===== src/rtl/brlshft_pipe.sv =====
// brlshft_pipe: pipelined barrel shifter/rotator, one stage per amount bit,
// with valid/ready flow control and a pass-through tag.
module brlshft_pipe #(
    parameter int WIDTH = 8,
    parameter int TAG_W = 4,
    parameter int SW    = $clog2(WIDTH)
) (
    input  logic             clk,
    input  logic             rst,
    input  logic             in_valid,
    output logic             in_ready,
    input  logic [WIDTH-1:0] in_data,
    input  logic [SW-1:0]    in_amt,
    input  logic             in_l_r,
    input  logic [1:0]       in_mode,
    input  logic [TAG_W-1:0] in_tag,
    output logic             out_valid,
    input  logic             out_ready,
    output logic [WIDTH-1:0] out_data,
    output logic [TAG_W-1:0] out_tag
);
    logic             w_stall;
    logic [WIDTH-1:0] w_src_data  [SW];
    logic [WIDTH-1:0] w_nxt_data  [SW];
    logic [SW-1:0]    w_src_amt   [SW];
    logic             w_src_l_r   [SW];
    logic [1:0]       w_src_mode  [SW];
    logic             w_src_sign  [SW];
    logic [TAG_W-1:0] w_src_tag   [SW];
    logic             w_src_valid [SW];
    logic [WIDTH-1:0] r_data  [SW];
    logic [TAG_W-1:0] r_tag   [SW];
    logic             r_valid [SW];
    logic [SW-1:0]    r_amt   [SW-1];
    logic             r_l_r   [SW-1];
    logic [1:0]       r_mode  [SW-1];
    logic             r_sign  [SW-1];

    function automatic logic [WIDTH-1:0] shift_step(input logic [WIDTH-1:0] d, input int sh,
                                                    input logic l_r, input logic [1:0] mode,
                                                    input logic sign);
        logic [WIDTH-1:0] fill;
        fill = (mode == 2'b10 && !l_r && sign) ? ~({WIDTH{1'b1}} >> sh) : '0;
        return mode == 2'b01 ? (l_r ? (d << sh) | (d >> (WIDTH - sh)) : (d >> sh) | (d << (WIDTH - sh)))
                             : (l_r ? d << sh : (d >> sh) | fill);
    endfunction

    assign w_stall   = out_valid && !out_ready;
    assign in_ready  = !w_stall;
    assign out_valid = r_valid[SW-1];
    assign out_data  = r_data[SW-1];
    assign out_tag   = r_tag[SW-1];

    // Each stage consumes bit 0 of its amount and hands the remaining bits on, pre-shifted.
    always_comb begin
        w_src_data[0]  = in_data;
        w_src_amt[0]   = in_amt;
        w_src_l_r[0]   = in_l_r;
        w_src_mode[0]  = in_mode;
        w_src_sign[0]  = in_data[WIDTH-1];
        w_src_tag[0]   = in_tag;
        w_src_valid[0] = in_valid;
        for (int k = 1; k < SW; k++) begin
            w_src_data[k]  = r_data[k-1];
            w_src_amt[k]   = r_amt[k-1];
            w_src_l_r[k]   = r_l_r[k-1];
            w_src_mode[k]  = r_mode[k-1];
            w_src_sign[k]  = r_sign[k-1];
            w_src_tag[k]   = r_tag[k-1];
            w_src_valid[k] = r_valid[k-1];
        end
        for (int k = 0; k < SW; k++)
            w_nxt_data[k] = w_src_amt[k][0] ? shift_step(w_src_data[k], 1 << k, w_src_l_r[k],
                                                         w_src_mode[k], w_src_sign[k])
                                            : w_src_data[k];
    end

    always_ff @(posedge clk) begin
        if (rst) begin
            for (int k = 0; k < SW; k++) begin
                r_data[k]  <= '0;
                r_tag[k]   <= '0;
                r_valid[k] <= 1'b0;
            end
            for (int k = 0; k < SW - 1; k++) begin
                r_amt[k]  <= '0;
                r_l_r[k]  <= 1'b0;
                r_mode[k] <= 2'b00;
                r_sign[k] <= 1'b0;
            end
        end else if (!w_stall) begin
            for (int k = 0; k < SW; k++) begin
                r_data[k]  <= w_nxt_data[k];
                r_tag[k]   <= w_src_tag[k];
                r_valid[k] <= w_src_valid[k];
            end
            for (int k = 0; k < SW - 1; k++) begin
                r_amt[k]  <= w_src_amt[k] >> 1;
                r_l_r[k]  <= w_src_l_r[k];
                r_mode[k] <= w_src_mode[k];
                r_sign[k] <= w_src_sign[k];
            end
        end
    end
endmodule


===== config.mk =====
export PLATFORM = sky130hd
export DESIGN_NAME = brlshft_pipe
export DESIGN_NICKNAME = d
export VERILOG_FILES = /design/src/rtl/brlshft_pipe.sv
export SDC_FILE = /design/constraint.sdc
export NUM_CORES = 1
export LEC_CHECK = 0
export ABC_AREA = 1
export BUFFER_PORTS_ARGS = -buffer_cell sky130_fd_sc_hd__buf_2
export CAP_MARGIN = 20
export CORE_MARGIN = 3
export CORE_UTILIZATION = 40
export DETAILED_ROUTE_END_ITERATION = 7
export GPL_TIMING_DRIVEN = 1
export REMOVE_ABC_BUFFERS = 1
export SETUP_SLACK_MARGIN = 0.5
export SYNTH_ARGS = -nofsm -noshare
export SYNTH_HDL_FRONTEND = slang
export SYNTH_SLANG_ARGS = --single-unit
export TNS_END_PERCENT = 100

===== constraint.sdc =====
create_clock -name clk -period 2.3 [get_ports clk]
set_input_delay 0.345 -clock clk [delete_from_list [all_inputs] [get_ports clk]]
set_output_delay 0.345 -clock clk [all_outputs]
set_load 0.01 [all_outputs]

==> results.cfg, run 1 <==
[status]
status = finished, final reports clean

[synth]
synthCells = 277
synth-seq-cells = 50
ys_warn_count = 0
synth.cell_area_um2 = 2653
avgSynthCellArea_um2 = 9.576
yosysTopAreaCell = edfxtp_1
async_flop_share_pct = 0
synth-edff-count = 50
synthTopCellsByCount = 50 x edfxtp_1, 50 x inv_1, 50 x nor2_1
synth_top_flop_cell = edfxtp_1
synth_top_area_share_pct = 56.60
yosysSeqAreaShare_pct = 56.60
synth.area.top_cells = edfxtp_1 57%, inv_1 7.1%, nor2_1 7.1%
yosysUniqueCellTypes = 16

[sta]
rsz0062_at_grt = no
hold_viol_final = 0
slew_headroom_pct = 67.00
min_period_ns = 1.484
setup_tns_ns = 0
max_freq_ghz = 0.6738
worst_pin_slew_ns = 0.4949
clock_skew_ns = 0.009908
post-route-period-util_pct = 64.53
setup_viol = 0
holdWs_ns = 0.3526
slew_viol_final = 0
fin_ws_ns = 0.8158

[clock_network]
h-tree-depth = 2
postCtsHoldBufs = 0
cts_tree = done
insertion_delay_ns = 0.30
cts_setup_buffers = 0
clkTransAtPathRegs_ns = 0.08
cts_buffer_depth = 2
cts_made_buffers = 5
ctsResizeCount = 0
cts_sinks = 50
clock-root-buffer = clkbuf_8

[global_route]
grt_pass1_vias = 1632
grt_max_degree = 37
antenna_found_initial = 0
grt_pass1_wl_mm = 6.824
groute.usage.overall_pct = 11.25
overflow = 0

[placement]
dp_cells = 369
placedInstanceArea_um2 = 2769
hpwl_mm = 2.762
place_congestion = 0.7597
place_ws_ns = 0.7076
io_buffers = 35

[routing]
wire_per_inst_um = 10.18
ant_nets = 0
drt_iter0_markers = 107
dr.pass1.iters = 4
drc = 0
routed_wl_mm = 3.838
num_vias = 1703
via_per_inst = 4.517

[die]
pin_count = 36
die_h_um = 87.44
rows = 29
start_util_pct = 41.54
core_area_um2 = 6386
dieArea_um2 = 7645
die_x_um = 87.44

[setup_path]
cpPeakStageDelay_ns = 0.44
crit_buf_inv = 1
worstSetupStartpointType = flop
arrival_ns = 1.64
cp-end-kind = flop
cp_slowest_cell = edfxtp_1
crit_family = simple AND/OR/NAND/NOR gates
crit_type = flop to flop
cp.required_ns = 2.45
cp_max_fo = 24
path_cells = nand2_2 -> nand2_4 -> inv_4 -> o21ai_0 -> nor2_1

[layout]
nets = 321
drive_above_1_share_pct = 22.33
syn_to_final_growth_pct = 8.396
finalInstanceArea_um2 = 2875
final_cells = 377
diodes = 0

[worst_hold_path]
hold_path.class = input port to flop

[flow_run]
maxCapViolations = 0

[power_and_ir_drop]
peakVddDrop_uv = 262.3
p_leak_uw = 0.001311
power_density_nw_per_um2 = 676.9
cells by family after synthesis:
| kind of cell | count (synthesis) | share of synthesized area (%) |
|---|---|---|
| AND/OR/NAND/NOR | 103 | 17.97 |
| flip-flops | 50 | 56.60 |
| AO/OA/AOI/OAI | 51 | 11.04 |
| buffers and inverters | 73 | 14.39 |
metrics by stage:
step | power [uW] | utilization [%]
after global placement | 1374 | 43.36
after global routing | 2063 | 45.02
after CTS | 1975 | 45.02
final | 1946 | 45.02
after floorplan | 1295 | -
after detailed placement | 1378 | 43.36
layer usage:
| layer | share of wire, % | track usage (%) | vias up |
|---|---|---|---|
| met4 | 1.5 | 3.766 | 0 |
| li1 | - | - | 911 |
| met1 | 44 | 12.67 | 745 |
| met2 | 49 | 20.21 | 43 |
| met3 | 5.6 | 3.217 | 4 |
| met5 | 0 | 0 | - |
final cells by class:
type | instances | area, um^2
Tap cell | 77 | 96.34
Inverter | 51 | 193.9
Timing Repair Buffer | 37 | 202.7
Sequential cell | 50 | 1501
Multi-Input combinational cell | 154 | 774.5
Fill cell | 612 | 3511
Clock inverter | 1 | 30.03
Clock buffer | 7 | 76.32
registers in the layout (all words and copies together) (netlist names):
signal,cells
r_data,24
r_tag,12
r_mode,4
r_amt,3
r_valid,3
r_l_r,2
r_sign,2
final timing paths:
kind              slack [ns]             to           from  cells past startpoint
setup reg to reg        0.82   r_data[0][6]  r_valid[0][2]                      5
hold reg to reg         0.55   r_tag[0][11]    r_tag[0][7]                      2
hold / removal          0.35  r_valid[0][0]       in_valid                      3
setup / recovery        0.82   r_data[0][6]  r_valid[0][2]                      5
power by group:
part           internal, uW  switching, uW  total (uW)
clock network           326            267         592
registers              1080           44.5        1130
logic                  89.6            137         227
tightest hold or removal path: cells and delay by family:
kind / cells / cell delay (ns)
buffers and inverters: 2 / 0.10
AND/OR/NAND/NOR: 1 / 0.09
layout by cell type (no fill, tap or decap):
cell type | netlist | final
inv_1 | 50 | 50
nor2_1 | 50 | 50
edfxtp_1 | 50 | 50
nand2_1 | 37 | 37
buf_2 | 4 | 35
a21oi_1 | 27 | 27
o21ai_0 | 14 | 14
nor2_4 | 10 | 10
o21ai_2 | 10 | 10
clkbuf_8 | 0 | 5
nand3_1 | 4 | 3
clkbuf_1 | 0 | 2
nand2_2 | 1 | 1
nand3_2 | 0 | 1
nand2_4 | 1 | 1
inv_4 | 1 | 1
bufinv_16 | 0 | 1
buf_4 | 14 | 1
buf_12 | 2 | 1
No activity file was read; power rests on OpenSTA's default activity.
==> run 2: changes to the inputs <==
Settings changed: ABC_AREA 1 to 0.
Clock period 2.3 ns to 1.3 ns, I/O delays scaled along.
==> run 2 against run 1 <==
  * The flow now finishes with violations (negative setup slack)
  * Worst hold slack lost 0.18 ns
  * Area after synthesis shrank 5.3%
  * Global-route usage grew 0.77 points
  * Clock-buffer cell count is the same
  * Sequential share of layout area shrank 3.3 points
  * Synthesized cell count shrank 29%
  * Power grew 79%
  * Wire length grew 14%
  * Combinational power grew 110%
  * Final cell count shrank 18%
  * Via count shrank 12%
==> results.cfg, run 2 <==
[sta]
slew_headroom_pct = 77.41
rsz0062_at_grt = yes
setup_tns_ns = -1.703
clock_skew_ns = 0.007996
worst_pin_slew_ns = 0.3376
max_freq_ghz = 0.7423
fin_ws_ns = -0.04722
post-route-period-util_pct = 103.6
slew_viol_final = 0
setup_viol = 62
hold_viol_final = 0
min_period_ns = 1.347

[synth]
yosysTopAreaCell = edfxtp_1
ys_warn_count = 0
synth.area.top_cells = edfxtp_1 60%, a211oi_2 7.0%, and2_1 6.0%
synthTopCellsByCount = 50 x edfxtp_1, 24 x and2_1, 21 x nor2_1
synth_top_flop_cell = edfxtp_1
synth_most_common_cell = edfxtp_1
yosysUniqueCellTypes = 29
avgSynthCellArea_um2 = 12.81
synth-edff-count = 50
synthCells = 196
async_flop_share_pct = 0
synth.cell_area_um2 = 2511
yosysSeqAreaShare_pct = 59.79
synth_top_area_share_pct = 59.79
synth-seq-cells = 50

[layout]
top_regs = r_data: 24 flops, r_tag: 12 flops, r_mode: 4 flops
largest-register = r_data
fillers = 549
layout_common_cells = 50 x edfxtp_1, 34 x buf_2, 24 x and2_1, 21 x nor2_1, 13 x a211oi_2
largest_reg_flops = 24
drive_above_1_share_pct = 36.75
syn_to_final_growth_pct = 22.32
final_common_cell = edfxtp_1
nets = 255
diodes = 0

[clock_network]
cts_tree = done
cts_sinks = 50
postCtsHoldBufs = 0
cts_buffer_depth = 2
cts_made_buffers = 5
h-tree-depth = 2
insertion_delay_ns = 0.30
clock-root-buffer = clkbuf_8
clkTransAtPathRegs_ns = 0.08

[die]
core_area_um2 = 5991
dieArea_um2 = 7265
pin_count = 36
rows = 28
die_x_um = 85.24
start_util_pct = 41.92
die_h_um = 85.24

[setup_path]
startpoint = r_valid[0][2]
reg2reg_depth = 3
cp-end-kind = flop
cp_max_fo = 8
worstSetupStartpointType = flop
path_cells = nor2b_4 -> or2b_4 -> clkbuf_16
regToRegStartpoint = r_valid[0][2]
arrival_ns = 1.37
reg2reg_slack_ns = -0.05
cp_slowest_cell = edfxtp_1
cp.required_ns = 1.32
crit_buf_inv = 1
cpPeakStageDelay_ns = 0.39
crit_family = simple AND/OR/NAND/NOR gates
rr_endpoint = r_data[0][9]
crit_type = flop to flop

[routing]
drc = 0
drt_iter0_markers = 43
wire_per_inst_um = 14.19
dr.pass1.iters = 4
via_per_inst = 4.874
ant_nets = 0
num_vias = 1506
routed_wl_mm = 4.386

[global_route]
groute.usage.overall_pct = 12.02
grt_pass1_vias = 1521
grt_max_degree = 25
overflow = 0
antenna_found_initial = 0
grt_pass1_wl_mm = 7.031

[status]
status = finished with violations
violations = negative setup slack

[worst_hold_path]
min_path_cells = 2
hold_path.class = input port to flop
min_from = in_valid
worst_hold_path.endpoint = r_valid[0][0]

[placement]
io_buffers = 35
place_ws_ns = -0.1110
hpwl_mm = 2.748
place_congestion = 0.7752

[power_and_ir_drop]
p_leak_uw = 0.001221
power_density_nw_per_um2 = 1133
peakVddDrop_uv = 489.4

[flow_run]
maxCapViolations = 0
==> run 2: cell types whose count changed after synthesis, moves of 14 or more <==
cell      delta
inv_1       -48
nor2_1      -29
nand2_1     -28
and2_1      +24
a21oi_1     -23
a211oi_2    +14
==> run 2: metrics by stage <==
step           hold slack (ns)  std cells  utilization, %  total power (uW)  instance area, um^2
2_1_floorplan           0.3932        172               -              2220                 2344
3_3_place_gp            0.4715        291           45.38              2387                 2719
3_5_place_dp            0.4758        291           45.38              2398                 2719
4_1_cts                 0.1593        303           48.58              3466                 2910
5_1_grt                 0.1729        309           51.27              3639                 3072
6_report                0.1701        309           51.27              3479                 3072
==> run 2: metal layers <==
layer | up-vias | part of all wire, % | track usage, %
met5 | - | 0 | 0
met4 | 0 | 1.0 | 3.885
met3 | 4 | 4.3 | 2.718
met2 | 36 | 50 | 20.90
met1 | 693 | 45 | 14.77
li1 | 773 | - | -
==> run 2: timing repair <==
item,4_1_cts,5_1_grt
setup buffers,2,0
endpoints found under the setup margin,114,114
pin swaps,0,0
gates resized for setup,10,9
cloned,2,6
==> run 2: cell families (layout without fill, tap and decap cells) <==
| kind of cell | after synthesis | in the layout | synth area share [%] |
|---|---|---|---|
| DFF | 50 | 50 | 59.79 |
| and+or+nand+nor | 74 | 74 | 15.89 |
| muxes | 10 | 10 | 3.986 |
| buffers and inverters | 26 | 64 | 6.975 |
| AOI/OAI and AO/OA | 36 | 36 | 13.35 |
==> run 2: area by class of cell <==
type                    count  area [um^2]  share of cell area, %
clock inverters             1        30.03                 0.9776
inverters                   2        7.507                 0.2444
multi-input cells         120        892.1                  29.04
flip-flops and latches     50         1501                  48.88
repair buffers             54        470.5                  15.32
clock buffers               7        76.32                  2.485
well taps                  75        93.84                  3.055
==> run 2: how the worst max path moves through the flow <==
| stage | to | slack, ns | cells after the start |
|---|---|---|---|
| 2_1_floorplan | r_amt[0][0] | -0.85 | 2 |
| 3_3_place_gp | r_amt[0][2] | -0.01 | 3 |
| 3_5_place_dp | r_data[0][14] | -0.11 | 4 |
| 4_1_cts | r_data[0][14] | -0.03 | 4 |
| 5_1_grt | r_data[0][0] | -0.11 | 4 |
| 6_report | r_data[0][9] | -0.05 | 3 |
==> run 2: power by group <==
group	switching, uW	internal [uW]
Clock	475	576
Sequential	53.9	1910
Combinational	241	228
==> run 3: changes to the inputs <==
Settings changed: CORE_UTILIZATION 40 to 30.
==> run 3 against run 2 <==
  * The run still ends with negative setup slack left
  * Power up 0.17%
  * Sequential share of layout area rose by 0.38 points
  * Core utilization shrank 13 points
  * Clock-buffer cell count decreased by 2
  * Critical path type unchanged
  * Largest cell class unchanged
  * Highest routed layer unchanged
==> results.cfg, run 3 (same netlist as run 2, synthesis figures left out) <==
[routing]
ant_nets = 0
routed_wl_mm = 4.165
drt_iter0_markers = 88
dr.pass1.iters = 4
via_per_inst = 4.571
wire_per_inst_um = 12.58
num_vias = 1513
drc = 0

[global_route]
grt-busiest-layer = met2
grtUsageMet1_pct = 10.90
overflow = 0
grt_max_degree = 35
met2_usage_pct = 14.39
grt_pass1_vias = 1452
groute.usage.overall_pct = 9.041
grt_pass1_wl_mm = 6.872
antenna_found_initial = 0
use_met3_pct = 3.518

[power_and_ir_drop]
total_power_uw = 3485
power_switching_uw = 779.9
power_density_nw_per_um2 = 1143
p_clk_share_pct = 30.0
p_int_uw = 2705
swShare_pct = 22.38
peakVddDrop_uv = 547.5
comb_power_share_pct = 13.7
sequentialPowerShare_pct = 56.3
p_leak_uw = 0.001176

[clock_network]
clock-root-buffer = clkbuf_8
cts_sinks = 50
cts_made_buffers = 5
h-tree-depth = 2
postCtsHoldBufs = 0
cts_buffer_depth = 2
cts_tree = done
clkTransAtPathRegs_ns = 0.09
insertion_delay_ns = 0.30

[layout]
layout_common_cells = 50 x edfxtp_1, 32 x buf_2, 24 x and2_1, 20 x nor2_1, 12 x a211oi_2
final_util_pct = 38.45
nets = 250
finalInstanceArea_um2 = 3048
final_cells = 331
largest-register = r_data
top_regs = r_data: 24 flops, r_tag: 12 flops, r_mode: 4 flops
diodes = 0
largest_reg_flops = 24
fillers = 785
final_common_cell = edfxtp_1
syn_to_final_growth_pct = 21.38
drive_above_1_share_pct = 37.55

[setup_path]
regToRegStartpoint = r_valid[0][2]
rr_endpoint = r_data[0][8]
worstSetupStartpointType = flop
startpoint = r_valid[0][2]
cp-end-kind = flop
cp_max_fo = 6
arrival_ns = 1.47
crit_type = flop to flop
reg2reg_slack_ns = -0.04
reg2reg_depth = 4
cp.required_ns = 1.43

[worst_hold_path]
hold_path.class = input port to flop
worst_hold_path.endpoint = r_tag[0][2]
min_path_cells = 2
min_from = in_tag[2]

[sta]
clock_skew_ns = 0.004459
setup_tns_ns = -0.3194
worst_pin_slew_ns = 0.3438
hold_viol_final = 0
fin_ws_ns = -0.04338
max_freq_ghz = 0.7444
setup_viol = 38
min_period_ns = 1.343
post-route-period-util_pct = 103.3
rsz0062_at_grt = yes
slew_headroom_pct = 77.08
slew_viol_final = 0

[die]
start_util_pct = 31.68
core_area_um2 = 7928
pin_count = 36
die_x_um = 97.49
die_h_um = 97.49
rows = 32
dieArea_um2 = 9504

[status]
status = finished with violations
violations = negative setup slack

[placement]
io_buffers = 35
placedInstanceArea_um2 = 2773
place_congestion = 0.7738
dp_cells = 319
hpwl_mm = 2.815

[flow_run]
maxCapViolations = 0
[run 3: cell types whose count changed in the layout (fill, tap and decap cells not counted), sizes merged]
cell	before	now
buf	50	47
clkbuf	11	7
clkinv	0	2
[run 3: how the worst max path moves through the flow]
stage                   endpoint  cells past startpoint
floorplan            r_amt[0][0]                      2
global placement    r_data[0][0]                      4
detailed placement  r_data[0][0]                      4
CTS                 r_data[0][0]                      4
global route        r_data[0][0]                      4
finish              r_data[0][8]                      4
[run 3: stage by stage]
step	worst slack, ns	hold WS (ns)
floorplan	-0.8477	0.3932
global placement	0.003938	0.4777
detailed placement	-0.06819	0.4744
CTS	-0.02666	0.1620
global route	-0.1018	0.1460
finish	-0.04338	0.1711
[run 3: power by group through the flow]
stage	Sequential [uW]	Combinational, uW	Clock (uW)
final	1960	476	1050
after global routing	1980	527	1180
after CTS	1960	422	1080
after detailed placement	2000	404	0
after global placement	1990	400	0
after floorplan	2020	203	0
[run 3: final cells by class]
type	instances	area, um^2	area share (%)
clock inverter	3	40.04	1.314
sequential	50	1501	49.26
timing repair buffer	49	387.9	12.73
inverter	2	7.507	0.2463
tap	102	127.6	4.187
multi-input combinational	120	914.6	30.01
clock buffer	5	68.82	2.258
[run 3: metal layers]
layer | vias to the layer above | part of all wire, % | routed length (um)
met5 | - | 0 | 0
met4 | 0 | 1.8 | 76
met3 | 5 | 6.1 | 252
met2 | 40 | 47 | 1956
met1 | 709 | 45 | 1879
li1 | 759 | - | -
[run 3: critical path, cell delays in order (launching register included)]
cell and delay, ns:
edfxtp_1 0.39, nor2b_4 0.15, or2_4 0.27, buf_12 0.15, a311oi_2 0.23
[run 3: repair_timing]
| action | CTS | global route |
|---|---|---|
| resized for setup | 6 | 16 |
| pin swaps | 0 | 1 |
| gates cloned | 0 | 2 |
| setup endpoints to repair | 114 | 114 |
| setup buffers | 2 | 0 |
